### src/rtl/ex_stage_pkg.sv
// Shared widths, field layouts and bit indices for the execute stage.
// Imported by the stage, its ALU and the SRAM interface.
package ex_stage_pkg;

  localparam int ID_TO_EX_WD  = 159;
  localparam int EX_TO_MEM_WD = 76;
  localparam int STALL_WD     = 6;

  localparam logic STOP    = 1'b1;
  localparam logic NO_STOP = 1'b0;

  localparam int ST_EX  = 2;
  localparam int ST_MEM = 3;

  localparam int ALU_ADD  = 11;
  localparam int ALU_SUB  = 10;
  localparam int ALU_SLT  = 9;
  localparam int ALU_SLTU = 8;
  localparam int ALU_AND  = 7;
  localparam int ALU_NOR  = 6;
  localparam int ALU_OR   = 5;
  localparam int ALU_XOR  = 4;
  localparam int ALU_SLL  = 3;
  localparam int ALU_SRL  = 2;
  localparam int ALU_SRA  = 1;
  localparam int ALU_LUI  = 0;

  localparam int SRC1_RS = 0;
  localparam int SRC1_PC = 1;
  localparam int SRC1_SA = 2;

  localparam int SRC2_RT  = 0;
  localparam int SRC2_SIM = 1;
  localparam int SRC2_8   = 2;
  localparam int SRC2_ZIM = 3;

  typedef struct packed {
    logic [31:0] pc;
    logic [31:0] inst;
    logic [11:0] alu_op;
    logic [2:0]  sel_src1;
    logic [3:0]  sel_src2;
    logic        ram_en;
    logic [3:0]  ram_wen;
    logic        rf_we;
    logic [4:0]  rf_waddr;
    logic        sel_rf_res;
    logic [31:0] rs_val;
    logic [31:0] rt_val;
  } id_ex_t;

  typedef struct packed {
    logic [31:0] pc;
    logic        ram_en;
    logic [3:0]  ram_wen;
    logic        sel_rf_res;
    logic        rf_we;
    logic [4:0]  rf_waddr;
    logic [31:0] ex_result;
  } ex_mem_t;

  typedef struct packed {
    logic        we;
    logic [4:0]  waddr;
    logic [31:0] wdata;
  } fwd_t;

endpackage

### src/rtl/ex_stage_if.sv
// Data-SRAM request bus driven by the execute stage.
// The stage is master; the memory side is slave.
interface ex_stage_if;
  logic        data_sram_en;
  logic [3:0]  data_sram_wen;
  logic [31:0] data_sram_addr;
  logic [31:0] data_sram_wdata;

  modport master (
    output data_sram_en,
    output data_sram_wen,
    output data_sram_addr,
    output data_sram_wdata
  );

  modport slave (
    input data_sram_en,
    input data_sram_wen,
    input data_sram_addr,
    input data_sram_wdata
  );
endinterface

### src/rtl/ex_stage_alu.sv
// Combinational ALU: result is the OR of every enabled op result,
// so an all-zero alu_op yields zero.
module ex_stage_alu
  import ex_stage_pkg::*;
(
  input  logic [11:0] alu_op,
  input  logic [31:0] src1,
  input  logic [31:0] src2,
  output logic [31:0] result
);

  logic [4:0] sa;
  assign sa = src1[4:0];

  always_comb begin
    result = '0;
    if (alu_op[ALU_ADD])
      result |= src1 + src2;
    if (alu_op[ALU_SUB])
      result |= src1 - src2;
    if (alu_op[ALU_SLT])
      result |= {31'b0, $signed(src1) < $signed(src2)};
    if (alu_op[ALU_SLTU])
      result |= {31'b0, src1 < src2};
    if (alu_op[ALU_AND])
      result |= src1 & src2;
    if (alu_op[ALU_NOR])
      result |= ~(src1 | src2);
    if (alu_op[ALU_OR])
      result |= src1 | src2;
    if (alu_op[ALU_XOR])
      result |= src1 ^ src2;
    if (alu_op[ALU_SLL])
      result |= src2 << sa;
    if (alu_op[ALU_SRL])
      result |= src2 >> sa;
    if (alu_op[ALU_SRA])
      result |= 32'($signed(src2) >>> sa);
    if (alu_op[ALU_LUI])
      result |= {src2[15:0], 16'h0};
  end

endmodule

### src/rtl/ex_stage.sv
// Execute stage: input register, operand select, ALU, data-SRAM
// request, forwarding bus and load-use stall request.
module ex_stage
  import ex_stage_pkg::*;
(
  input  logic                    clk,
  input  logic                    rst,
  input  logic [STALL_WD-1:0]     stall,
  input  logic [ID_TO_EX_WD-1:0]  id_to_ex_bus,
  output logic [EX_TO_MEM_WD-1:0] ex_to_mem_bus,
  output logic [37:0]             ex_to_id,
  output logic                    stallreq_for_ex,
  ex_stage_if.master              sram
);

  id_ex_t      r;
  ex_mem_t     mem;
  fwd_t        fwd;
  logic [31:0] src1;
  logic [31:0] src2;
  logic [31:0] result;
  logic        mem_go;

  always_ff @(posedge clk or posedge rst) begin
    if (rst)
      r <= '0;
    else if (stall[ST_EX] == STOP && stall[ST_MEM] == NO_STOP)
      r <= '0;
    else if (stall[ST_EX] == NO_STOP)
      r <= id_ex_t'(id_to_ex_bus);
  end

  always_comb begin
    src1 = '0;
    unique case (1'b1)
      r.sel_src1[SRC1_RS]: src1 = r.rs_val;
      r.sel_src1[SRC1_PC]: src1 = r.pc;
      r.sel_src1[SRC1_SA]: src1 = {27'b0, r.inst[10:6]};
      default:             src1 = '0;
    endcase
  end

  always_comb begin
    src2 = '0;
    unique case (1'b1)
      r.sel_src2[SRC2_RT]:  src2 = r.rt_val;
      r.sel_src2[SRC2_SIM]: src2 = {{16{r.inst[15]}}, r.inst[15:0]};
      r.sel_src2[SRC2_8]:   src2 = 32'd8;
      r.sel_src2[SRC2_ZIM]: src2 = {16'b0, r.inst[15:0]};
      default:              src2 = '0;
    endcase
  end

  ex_stage_alu u_alu (
    .alu_op (r.alu_op),
    .src1   (src1),
    .src2   (src2),
    .result (result)
  );

  always_comb begin
    mem            = '0;
    mem.pc         = r.pc;
    mem.ram_en     = r.ram_en;
    mem.ram_wen    = r.ram_wen;
    mem.sel_rf_res = r.sel_rf_res;
    mem.rf_we      = r.rf_we;
    mem.rf_waddr   = r.rf_waddr;
    mem.ex_result  = result;
  end

  // Load data only exists after MEM, so loads request a stall
  // instead of forwarding.
  always_comb begin
    fwd       = '0;
    fwd.we    = r.rf_we & ~r.sel_rf_res;
    fwd.waddr = r.rf_waddr;
    fwd.wdata = result;
  end

  assign ex_to_mem_bus   = mem;
  assign ex_to_id        = fwd;
  assign stallreq_for_ex = r.rf_we & r.sel_rf_res;

  // A held EX stage must not repeat its memory request.
  assign mem_go = stall[ST_MEM] == NO_STOP;

  assign sram.data_sram_en    = r.ram_en & mem_go;
  assign sram.data_sram_wen   = sram.data_sram_en ? r.ram_wen : 4'b0;
  assign sram.data_sram_addr  = result;
  assign sram.data_sram_wdata = r.rt_val;

  logic unused_bits;
  assign unused_bits = ^{r.inst[31:16], stall[5:4], stall[1:0]};

endmodule
### src/flat_wrapper.sv
// flat-port wrapper written by rule: the top's interface ports become plain ports
module ex_stage_flat import ex_stage_pkg::*;
  (clk, rst, stall, id_to_ex_bus, ex_to_mem_bus, ex_to_id, stallreq_for_ex, sram_data_sram_en, sram_data_sram_wen, sram_data_sram_addr, sram_data_sram_wdata);
  ex_stage_if sram_i ();
  input  logic clk;
  input  logic rst;
  input  logic [STALL_WD-1:0] stall;
  input  logic [ID_TO_EX_WD-1:0] id_to_ex_bus;
  output logic [EX_TO_MEM_WD-1:0] ex_to_mem_bus;
  output logic [37:0] ex_to_id;
  output logic stallreq_for_ex;
  output wire logic [$bits(sram_i.data_sram_en)-1:0] sram_data_sram_en;
  output wire logic [$bits(sram_i.data_sram_wen)-1:0] sram_data_sram_wen;
  output wire logic [$bits(sram_i.data_sram_addr)-1:0] sram_data_sram_addr;
  output wire logic [$bits(sram_i.data_sram_wdata)-1:0] sram_data_sram_wdata;
  assign sram_data_sram_en = sram_i.data_sram_en;
  assign sram_data_sram_wen = sram_i.data_sram_wen;
  assign sram_data_sram_addr = sram_i.data_sram_addr;
  assign sram_data_sram_wdata = sram_i.data_sram_wdata;
  ex_stage u_core (.clk(clk), .rst(rst), .stall(stall), .id_to_ex_bus(id_to_ex_bus), .ex_to_mem_bus(ex_to_mem_bus), .ex_to_id(ex_to_id), .stallreq_for_ex(stallreq_for_ex), .sram(sram_i));
endmodule
### config.mk
export PLATFORM = sky130hd
export DESIGN_NAME = ex_stage_flat
export DESIGN_NICKNAME = d
export VERILOG_FILES = /design/src/rtl/ex_stage_pkg.sv /design/src/rtl/ex_stage_if.sv /design/src/rtl/ex_stage_alu.sv /design/src/rtl/ex_stage.sv /design/src/flat_wrapper.sv
export SDC_FILE = /design/constraint.sdc
export NUM_CORES = 1
export LEC_CHECK = 0
export ABC_AREA = 1
export BUFFER_PORTS_ARGS = -buffer_cell sky130_fd_sc_hd__buf_4
export CORE_UTILIZATION = 23
export DETAILED_ROUTE_END_ITERATION = 10
export PLACE_DENSITY = 0.43
export RECOVER_POWER = 50
export SKIP_CTS_REPAIR_TIMING = 1
export SLEW_MARGIN = 25
export SYNTH_ARGS = -nofsm -noshare
export SYNTH_HDL_FRONTEND = slang
export SYNTH_HIERARCHICAL = 1
export SYNTH_SLANG_ARGS = --single-unit
export TNS_END_PERCENT = 5
### constraint.sdc
create_clock -name clk -period 11.95 [get_ports clk]
set_input_delay 1.195 -clock clk [delete_from_list [all_inputs] [get_ports clk]]
set_output_delay 1.195 -clock clk [all_outputs]
set_load 0.005 [all_outputs]
-- Word level (Yosys, flattened, before mapping)
Index checks and enable logic that the tools add are counted.
- register bits: 143
- bits of input ports: 167
- output and inout bits: 184
- $add $sub $neg: 2
- $lt $le $gt $ge: 2
- equality and inequality tests: 1
- shift operators: 3
- multiplexer cells: 17
- bitwise logic cells: 20
- reduce and logical (&&, ||, !) cells: 1
- operator list (cell ; number):
    32-bit two-way mux ; 12
    32-bit OR ; 10
    159-bit two-way mux ; 2
    32-bit one-hot mux with 4 select lines ; 1
    32-bit one-hot mux with 3 select lines ; 1
    32-bit < comparator ; 2
    32-bit by 1-bit OR with 32-bit output ; 2
    32-bit adder ; 1
    32-bit bitwise AND ; 1
    32-bit inverter ; 1
    32-bit by 5-bit left shift with 32-bit output ; 1
    32-bit by 5-bit right shift with 32-bit output ; 1
    32-bit by 5-bit >>> shifter with 32-bit output ; 1
    32-bit subtractor ; 1
    32-bit XOR ; 1
    4-bit two-way mux ; 1
    1-bit bitwise AND ; 3
    2-bit by 1-bit inequality test with 1-bit output, second input constant ; 1
    1-bit inverter ; 2
    1-bit logical AND ; 1

-- Logic depth before layout (Yosys ltp)
Gate-level depths: netlist of run 1.
- depth in word-level cells: 25
- depth in mapped cells: 24

-- Hierarchy
The synthesis of run 1 kept the hierarchy.
- by module, submodules not included (module ; instances ; cells an instance ; area each (um2) ; sequential area each (um2)):
    ex_stage_alu ; 1 ; 2200 ; 10651.5 ; 0.0
    ex_stage ; 1 ; 920 ; 7392.1 ; 3578.4

-- Least setup slack after synthesis of run 1
OpenSTA, ideal clock, no wires.
- kind: register -> output
- start point: register u_core/r[81] in the netlist's numbering
- end point: output port ex_to_id[5]
- arrival time: 2.953 ns
- required time: 10.755 ns
- slack: 7.802 ns
- stages on the path, launching flop included: 18
- path through: dfrtp_1 -> buf_2 -> buf_2 -> nand2_1 -> nand3_1 -> inv_2 -> buf_2 -> buf_1 -> ha_1 -> buf_2 -> nor2_1 -> nand3_1 -> nand3_1 -> o21ai_0 -> a21oi_1 -> nand3_1 -> or2_1 -> buf_4
- word-level cells in the longest chain between the ends: 25
- ends and longest elaborated chain (what ; RTL line ; RTL):
    from (decl) ; ex_stage.sv:16 ; id_ex_t r;
    from (signal assigned) ; ex_stage.sv:30 ; r <= id_ex_t'(id_to_ex_bus);
    32-bit one-hot mux with 3 select lines * ; ex_stage.sv:35 ; unique case (1'b1)
    via u_core.src1[3] ; ex_stage.sv:19 ; logic [31:0] src1;
    32-bit adder ; ex_stage_alu.sv:18 ; result |= src1 + src2;
    32-bit two-way mux ; ex_stage_alu.sv:17 ; if (alu_op[ALU_ADD])
    32-bit OR ; ex_stage_alu.sv:20 ; result |= src1 - src2;
    32-bit two-way mux ; ex_stage_alu.sv:19 ; if (alu_op[ALU_SUB])
    32-bit by 1-bit OR with 32-bit output ; ex_stage_alu.sv:22 ; result |= {31'b0, $signed(src1) < $signed(src2)};
    32-bit two-way mux ; ex_stage_alu.sv:21 ; if (alu_op[ALU_SLT])
    (+10 left out) ; - ;
    32-bit OR ; ex_stage_alu.sv:34 ; result |= src2 << sa;
    32-bit two-way mux ; ex_stage_alu.sv:33 ; if (alu_op[ALU_SLL])
    32-bit OR ; ex_stage_alu.sv:36 ; result |= src2 >> sa;
    32-bit two-way mux ; ex_stage_alu.sv:35 ; if (alu_op[ALU_SRL])
    32-bit OR ; ex_stage_alu.sv:38 ; result |= 32'($signed(src2) >>> sa);
    32-bit two-way mux * ; ex_stage_alu.sv:37 ; if (alu_op[ALU_SRA])
    32-bit OR ; ex_stage_alu.sv:40 ; result |= {src2[15:0], 16'h0};
    32-bit two-way mux * ; ex_stage_alu.sv:39 ; if (alu_op[ALU_LUI])
    to (decl) ; flat_wrapper.sv:10 ; output logic [37:0] ex_to_id;
Mark *: on every way through the listed nets, which the timed path passes. The rest lies on a longest branch.

-- Worst setup path in the final report of run 1
- start point: register u_core/r[82] in the netlist's numbering
- end point: output port ex_to_mem_bus[16]
- word-level cells in the longest chain between the ends: 25
- ends and longest elaborated chain (what ; RTL line ; RTL):
    32-bit one-hot mux with 3 select lines * ; ex_stage.sv:35 ;
    via u_core.src1[0] ; ex_stage.sv:19 ;
    32-bit adder ; ex_stage_alu.sv:18 ;
    32-bit two-way mux ; ex_stage_alu.sv:17 ;
    32-bit OR ; ex_stage_alu.sv:20 ;
    32-bit two-way mux ; ex_stage_alu.sv:19 ;
    32-bit by 1-bit OR with 32-bit output ; ex_stage_alu.sv:22 ;
    32-bit two-way mux ; ex_stage_alu.sv:21 ;
    (+10 left out) ; - ;
    32-bit OR ; ex_stage_alu.sv:34 ;
    32-bit two-way mux ; ex_stage_alu.sv:33 ;
    32-bit OR ; ex_stage_alu.sv:36 ;
    32-bit two-way mux ; ex_stage_alu.sv:35 ;
    32-bit OR ; ex_stage_alu.sv:38 ;
    32-bit two-way mux * ; ex_stage_alu.sv:37 ;
    32-bit OR ; ex_stage_alu.sv:40 ;
    32-bit two-way mux * ; ex_stage_alu.sv:39 ;
    to (decl) ; flat_wrapper.sv:9 ; output logic [EX_TO_MEM_WD-1:0] ex_to_mem_bus;
Marked as above.

==> reports/metrics.cfg, run 1 <==
[run_status]
status=finished, violations left
failed_checks=capacitance limit, slew limit

[sta]
fmax_ghz=0.163
timing.final.crit_share_pct=51.4
fin_tns_setup_ns=0
hold_slack_ns=0.490
fin_crit_ns=6.14
rsz0062_at_grt=false
skew_ns=0
tightest_slew_ns=3.74
relSlewSlack_pct=-150
hold_violations=0
final_max_slew_viol_count=136
setup_viol=0

[synthesis]
async_flop_share_pct=100
synth-edff-count=0
synthTopCellsByArea=nand2_1 22%, dfrtp_1 20%, nand3_1 14%
synth_cell_types=51
ys_ff_latch=143
syn_avg_cell_area_um2=5.78
yosysTopAreaCell=nand2_1
syn_nets=3389
synth-compound-area-share_pct=9.92
synthMuxAreaShare_pct=0.111
yosysSeqAreaShare_pct=19.8
netlist_area_um2=18000
synth_top_family_by_area=simple AND/OR/NAND/NOR gates
synth.top_cells.by_count=1,067 x nand2_1, 511 x nand3_1, 371 x inv_1, 181 x nor2_1, 163 x buf_4
yosys.cell_count.top_type=nand2_1
ys_warn_count=6
synth-simple-area-share_pct=44.3
netlist_instances=3120
yosysTopAreaCellShare_pct=22.2
synthXorXnorAreaFrac_pct=0.0971
yosys_most_used_dff=dfrtp_1
synthAdderAreaFrac_pct=7.16

[drt]
drc_errors=0
drt-total-wl_um=94300
drt_iter0_drc=1978
ant_nets=0
wl_per_cell_um=22.1
via_count=21000
vias_per_cell=4.91
firstDrtPassIters=6

[pwr]
power_frac_clock_pct=21.6
power_density_nw_per_um2=120
peakVddDrop_uv=102
p_comb_share_pct=56.4
p_leak_nw=11.0
p_int_mw=1.28
switching_share_pct=48.8
p_sw_mw=1.21
p_seq_share_pct=22.0

[floorplanning]
dieHeight_um=282
rows=102
core_area_um2=77600
die-area_um2=79600
die_w_um=282
io_pins=351
start_util_pct=23.3

[worst_setup_path]
crit_arrival_ns=4.95
cp.required_ns=10.76
worst-path-max-fanout=36
critPathKind=flop to output pin
end_kind=output pin
worstSetupStartpointType=flop

[placed_design]
dp_hpwl_um=75200
place.gp.congestion=0.996
numPortBuffers=330

[global_route]
grt_pass1_wl_um=135000
grt_overflow_total=0
grt_util_all_layers_pct=23.3
antenna_found_initial=1
grt_max_degree=97
grt_pass1_vias=19500

[cts]
htreeDepth=4
insertion_delay_ns=0.43
numCtsBuffers=17
cts_root_buf=clkbuf_16
cts.sink_count=143
clk_pin_slew_ns=0.06
cts_tree=done
clockBufferDepth=2

[worst_hold_path]
hp-class=flop to flop

[run]
drv_cap=2

[finish]
area_growth_pct=15.0
drive_gt1_share_pct=13.1
finalNetCount=3489

[critical path, cell delays in order (launching register included)]
cell     delay, ns
dfrtp_1       0.50
nand2_1       0.09
nand3_1       0.07
buf_4         0.45
inv_6         0.28
ha_1          0.31
inv_1         0.37
fa_1          0.45
nand2_1       0.14
nand2_1       0.14
nand2_1       0.15
o21ai_2       0.30
nand2_1       0.12
nand2_1       0.11
nand2_1       0.05
nand3_1       0.11
nand4_1       0.49
buf_4         0.34
[worst paths after layout]
path | startpoint | to | slack (ns) | cells past startpoint
worst max-delay path | u_core/r[82] | ex_to_mem_bus[16] | 5.81 | 17
worst min-delay path | u_core/r[96] | u_core/r[96] | 0.49 | 2
worst max register to register | u_core/r[76] | u_core/r[76] | 10.65 | 3
worst min register to register | u_core/r[96] | u_core/r[96] | 0.49 | 2
max in group asynchronous | rst | u_core/r[102] | 6.65 | 4
min in group asynchronous | rst | u_core/ex_to_mem_bus[73] | 1.07 | 2
[power groups by stage]
| stage | sequential (mW) | clock (mW) | combinational [mW] |
|---|---|---|---|
| 2_1_floorplan | 0.544 | 0 | 0.876 |
| 3_3_place_gp | 0.557 | 0 | 1.40 |
| 3_5_place_dp | 0.558 | 0 | 1.40 |
| 4_1_cts | 0.549 | 0.554 | 1.40 |
| 5_1_grt | 0.553 | 0.572 | 1.53 |
| 6_report | 0.548 | 0.537 | 1.40 |
[final cells by class]
cell class                      instances  area (um^2)
Antenna cell                            1         2.50
Clock buffer                           21          470
Clock inverter                         11          104
Fill cell                            9273        56800
Inverter                              381         1440
Multi-Input combinational cell       2301        11100
Sequential cell                       143         3580
Tap cell                             1040         1300
Timing Repair Buffer                  376         2730
[routing by layer]
| metal | GRT usage [%] | wire length, um | share of wire, % |
|---|---|---|---|
| met5 | 0 | 0 | 0 |
| met4 | 6.17 | 2610 | 2.8 |
| met3 | 4.07 | 6990 | 7.4 |
| met2 | 36.7 | 42100 | 45 |
| met1 | 32.4 | 42600 | 45 |
[cells in the final DEF (no fill, tap or decap), drive strengths merged, types with 7 or more instances in the layout]
| cell | synthesis | routed |
|---|---|---|
| dfrtp | 143 | 143 |
| a21oi | 84 | 84 |
| clkinv | 3 | 8 |
| nor2 | 187 | 187 |
| o21bai | 7 | 7 |
| nor3 | 17 | 17 |
| and2 | 11 | 11 |
| nand3 | 515 | 515 |
| o21ai | 174 | 174 |
| a221oi | 7 | 7 |
| inv | 378 | 379 |
| clkbuf | 35 | 97 |
| nand4 | 43 | 43 |
| ha | 100 | 100 |
| buf | 260 | 300 |
| o211ai | 14 | 14 |
| o22ai | 11 | 11 |
| nand2 | 1087 | 1087 |
[state kept, by name, indices dropped and copies added (netlist names)]
| name | count |
|---|---|
| u_core/sram.data_sram_wdata | 32 |
| u_core/r | 67 |
| u_core/ex_to_id | 5 |
| u_core/ex_to_mem_bus | 39 |
[logic make-up (layout without fill, tap and decap cells)]
logic type,count (synthesis),after routing
XOR/XNOR,2,2
flip-flops,143,143
other,0,1
AO/OA/AOI/OAI,322,322
AND/OR/NAND/NOR,1873,1873
multiplexers,2,2
adder cells (fa/ha/maj),102,102
buffers and inverters,676,789
[stage by stage]
| stage | setup WS, ns | instance area (um^2) | std cells | power, mW | util (%) |
|---|---|---|---|---|---|
| 4_1_cts | 5.83 | 20800 | 4272 | 2.50 | 26.9 |
| 6_report | 5.81 | 20700 | 4274 | 2.49 | 26.7 |
| 2_1_floorplan | 6.92 | 18000 | 3120 | 1.42 | - |
| 5_1_grt | 5.56 | 20700 | 4273 | 2.65 | 26.7 |
| 3_3_place_gp | 6.01 | 20300 | 4240 | 1.95 | 26.1 |
| 3_5_place_dp | 6.32 | 20300 | 4240 | 1.95 | 26.1 |
No activity file was read; power rests on OpenSTA's default activity.
==> run 2, diff against run 1 <==
ABC_AREA = 0   (was 1)
PLACE_DENSITY = 0.45   (was 0.43)
clock period = 4.98 ns   (was 11.95 ns; I/O delays follow)
==> reports/metrics.cfg, run 2 <==
[run_status]
status=finished, violations left
failed_checks=capacitance limit, slew limit, setup timing

[sta]
timing.final.crit_share_pct=104
rsz0062_at_grt=true
fin_tns_setup_ns=-3.22  ; -3.22 ns
hold_violations=0  ; unchanged
final_max_slew_viol_count=174  ; +28%
tightest_slew_ns=2.83  ; -0.910 ns
fmax_ghz=0.193
fin_crit_ns=5.18
hold_slack_ns=0.280  ; -0.210 ns
relSlewSlack_pct=-88.9  ; +61 points
skew_ns=0  ; unchanged
fin_ws_ns=-0.197  ; -6.00 ns
setup_viol=30  ; +30

[finish]
multiInputGateArea_um2=10500  ; -5.8%
area_growth_pct=26.4
regArea_um2=3580  ; about the same
finalNetCount=2682  ; -23%
fin_cells=3367  ; -21%
largest_reg_flops=67  ; unchanged
regMostFlops=u_core/r
final_common_cell=buf_4
drive_gt1_share_pct=28.4  ; +15 points
nFillCells=7698  ; -17%
final_util_pct=29.5  ; +2.8 points
fin_area_um2=20800  ; +0.36%
final_cell_mix=444 x buf_4, 226 x inv_1, 205 x o21ai_0, 165 x nand3_1, 142 x dfrtp_1

[drt]
wl_per_cell_um=24.8  ; +12%
firstDrtPassIters=9  ; +3
via_count=17600  ; -16%
drc_errors=0  ; unchanged
drt_iter0_drc=1618  ; -18%
ant_nets=0  ; unchanged
drt-total-wl_um=83400  ; -12%
vias_per_cell=5.23  ; +6.5%

[synthesis]
netlist_area_um2=16500  ; -8.7%
yosys.cell_count.top_type=inv_1
ys_warn_count=6  ; unchanged
synth-edff-count=0  ; unchanged
yosysSeqAreaShare_pct=21.7  ; +1.9 points
async_flop_share_pct=100  ; unchanged
ys_ff_latch=143  ; unchanged
yosysTopAreaCellShare_pct=21.7  ; -0.48 points
synth.top_cells.by_count=234 x inv_1, 213 x o21ai_0, 166 x nand3_1, 147 x buf_4, 143 x dfrtp_1
yosysTopAreaCell=dfrtp_1
yosys_most_used_dff=dfrtp_1
synth_cell_types=83  ; +63%
netlist_instances=2165  ; -31%
syn_nets=2434  ; -28%
syn_avg_cell_area_um2=7.61  ; +32%
synthTopCellsByArea=dfrtp_1 22%, ha_1 7.6%, buf_4 6.7%

[global_route]
grt_pass1_vias=17100  ; -13%
grt_util_all_layers_pct=21.9  ; -1.3 points
grt_max_degree=173  ; +78%
grt_pass1_wl_um=119000  ; -12%
grt_overflow_total=0  ; unchanged
antenna_found_initial=2  ; +1

[worst_setup_path]
r2r_cells=5  ; +2
critPathBufInv=4  ; unchanged
critical_path.endpoint=sram_data_sram_addr[31]
crit_start=u_core/r[77]
reg2reg_slack_ns=3.41  ; -7.24 ns
critPathKind=flop to output pin
critPathSlowestCell=o21ai_0
reg2reg_from=u_core/r[80]
worstSetupStartpointType=flop
worst-path-max-fanout=7  ; -81%
path_common_cell=buf_4
end_kind=output pin
cp_num_cells=16  ; -1
critPathMaxStageDelay_ns=0.44  ; -0.06 ns
crit_arrival_ns=4.68  ; -0.27 ns
r2r-end=u_core/r[80]
cp.required_ns=4.48  ; -6.28 ns
crit_family=compound AO/OA/AOI/OAI gates
critical_path.cell_chain=or2_4, buf_4, a22o_1, inv_1, ha_1, buf_4, a21oi_1, o211ai_1, a221oi_2, nand4_1, a21oi_2, a21oi_2, o21ai_0, xnor2_1, a221o_1, buf_4

[floorplanning]
die-area_um2=72700  ; -8.6%
core_area_um2=70500  ; -9.1%
start_util_pct=23.4  ; +0.11 points
dieHeight_um=270  ; -4.4%
die_w_um=270  ; -4.4%
io_pins=351  ; unchanged
rows=97  ; -4.9%

[run]
drv_cap=2  ; unchanged

[placed_design]
place.gp.congestion=0.991  ; -0.43%
dp_hpwl_um=65900  ; -12%
dp.cells=3327  ; -22%
dpl_cell_area_um2=19900  ; -2.0%
numPortBuffers=330  ; unchanged

[worst_hold_path]
hp-class=input pin to flop

[cts]
clockBufferDepth=2  ; unchanged
cts.sink_count=143  ; unchanged
cts_tree=done
clk_pin_slew_ns=0.07  ; about the same
insertion_delay_ns=0.43  ; about the same
numCtsBuffers=17  ; unchanged
htreeDepth=4  ; unchanged
cts_root_buf=clkbuf_16

[pwr]
peakVddDrop_uv=150  ; +47%
power_density_nw_per_um2=298  ; +150%
p_leak_nw=9.59  ; -13%

[run 2: cell types whose count changed in the layout (fill, tap and decap cells not counted), moves of 21 or more]
cell      previous run  this run
nand3_1            508       165
inv_1              370       226
o21ai_1             39         7
mux2i_1              2        86
a21oi_1             84       122
mux4_2               0        26
buf_4              300       444
nor2_1             181       133
a222oi_1             0        21
xnor2_1              0        24
o21ai_0            134       205
nand4_1             43        10
a22o_1               1        53
nand2_1           1067       139
[run 2: layout make-up]
cell class / count / share of cell area [%]
diodes: 1 / 0.0120
well taps: 940 / 5.65
inverters: 241 / 4.37
clock buffers: 18 / 2.11
repair buffers: 542 / 19.6
flip-flops and latches: 143 / 17.2
clock inverters: 14 / 0.697
multi-input cells: 1468 / 50.3
[run 2: cells by family (layout without fill, tap and decap cells)]
group | Yosys count | in the layout | share of synthesized area, %
DFF | 143 | 143 | 21.7
AOI/OAI and AO/OA | 657 | 657 | 26.7
adders and majority gates | 102 | 102 | 7.84
and+or+nand+nor | 555 | 555 | 15.6
muxes | 127 | 127 | 9.80
xor gates and xnor gates | 27 | 27 | 1.44
other | 0 | 1 | 0
buffers and inverters | 554 | 815 | 16.9
[run 2: worst register-to-register path, stage by stage, from the launching register on]
cell	delay (ns)
dfrtp_1	0.39
buf_4	0.29
buf_4	0.20
buf_4	0.17
nand3_1	0.07
o21ai_0	0.27
[run 2: worst min path at each step]
stage          cells after the start  slack (ns)                  endpoint              from
3_3_place_gp                       2        0.47  u_core/ex_to_mem_bus[64]               rst
4_1_cts                            2       -0.02  u_core/ex_to_mem_bus[58]               rst
2_1_floorplan                      2        0.46              u_core/r[79]      u_core/r[79]
6_report                           2        0.28  u_core/ex_to_mem_bus[38]  id_to_ex_bus[64]
3_5_place_dp                       2        0.47  u_core/ex_to_mem_bus[64]               rst
5_1_grt                            2        0.26  u_core/ex_to_mem_bus[38]  id_to_ex_bus[64]
[run 2: per-stage QoR]
| step | power [mW] | setup slack, ns |
|---|---|---|
| floorplan | 3.31 | 0.0278 |
| global placement | 4.73 | -0.154 |
| detailed placement | 4.73 | -0.112 |
| CTS | 6.08 | -0.641 |
| global route | 6.52 | -0.328 |
| finish | 6.21 | -0.197 |
[run 2: power breakdown]
group / switching [mW] / internal [mW]
logic: 2.05 / 1.50
clock network: 0.598 / 0.718
registers: 0.0959 / 1.25
[run 2: metal layers]
| layer | global-route usage (%) | wire length (um) | vias to the layer above |
|---|---|---|---|
| li1 | - | - | 8045 |
| met1 | 29.2 | 36200 | 8610 |
| met2 | 36.4 | 39100 | 797 |
| met3 | 2.48 | 4930 | 146 |
| met4 | 8.07 | 3140 | 2 |
| met5 | 0 | 13 | - |
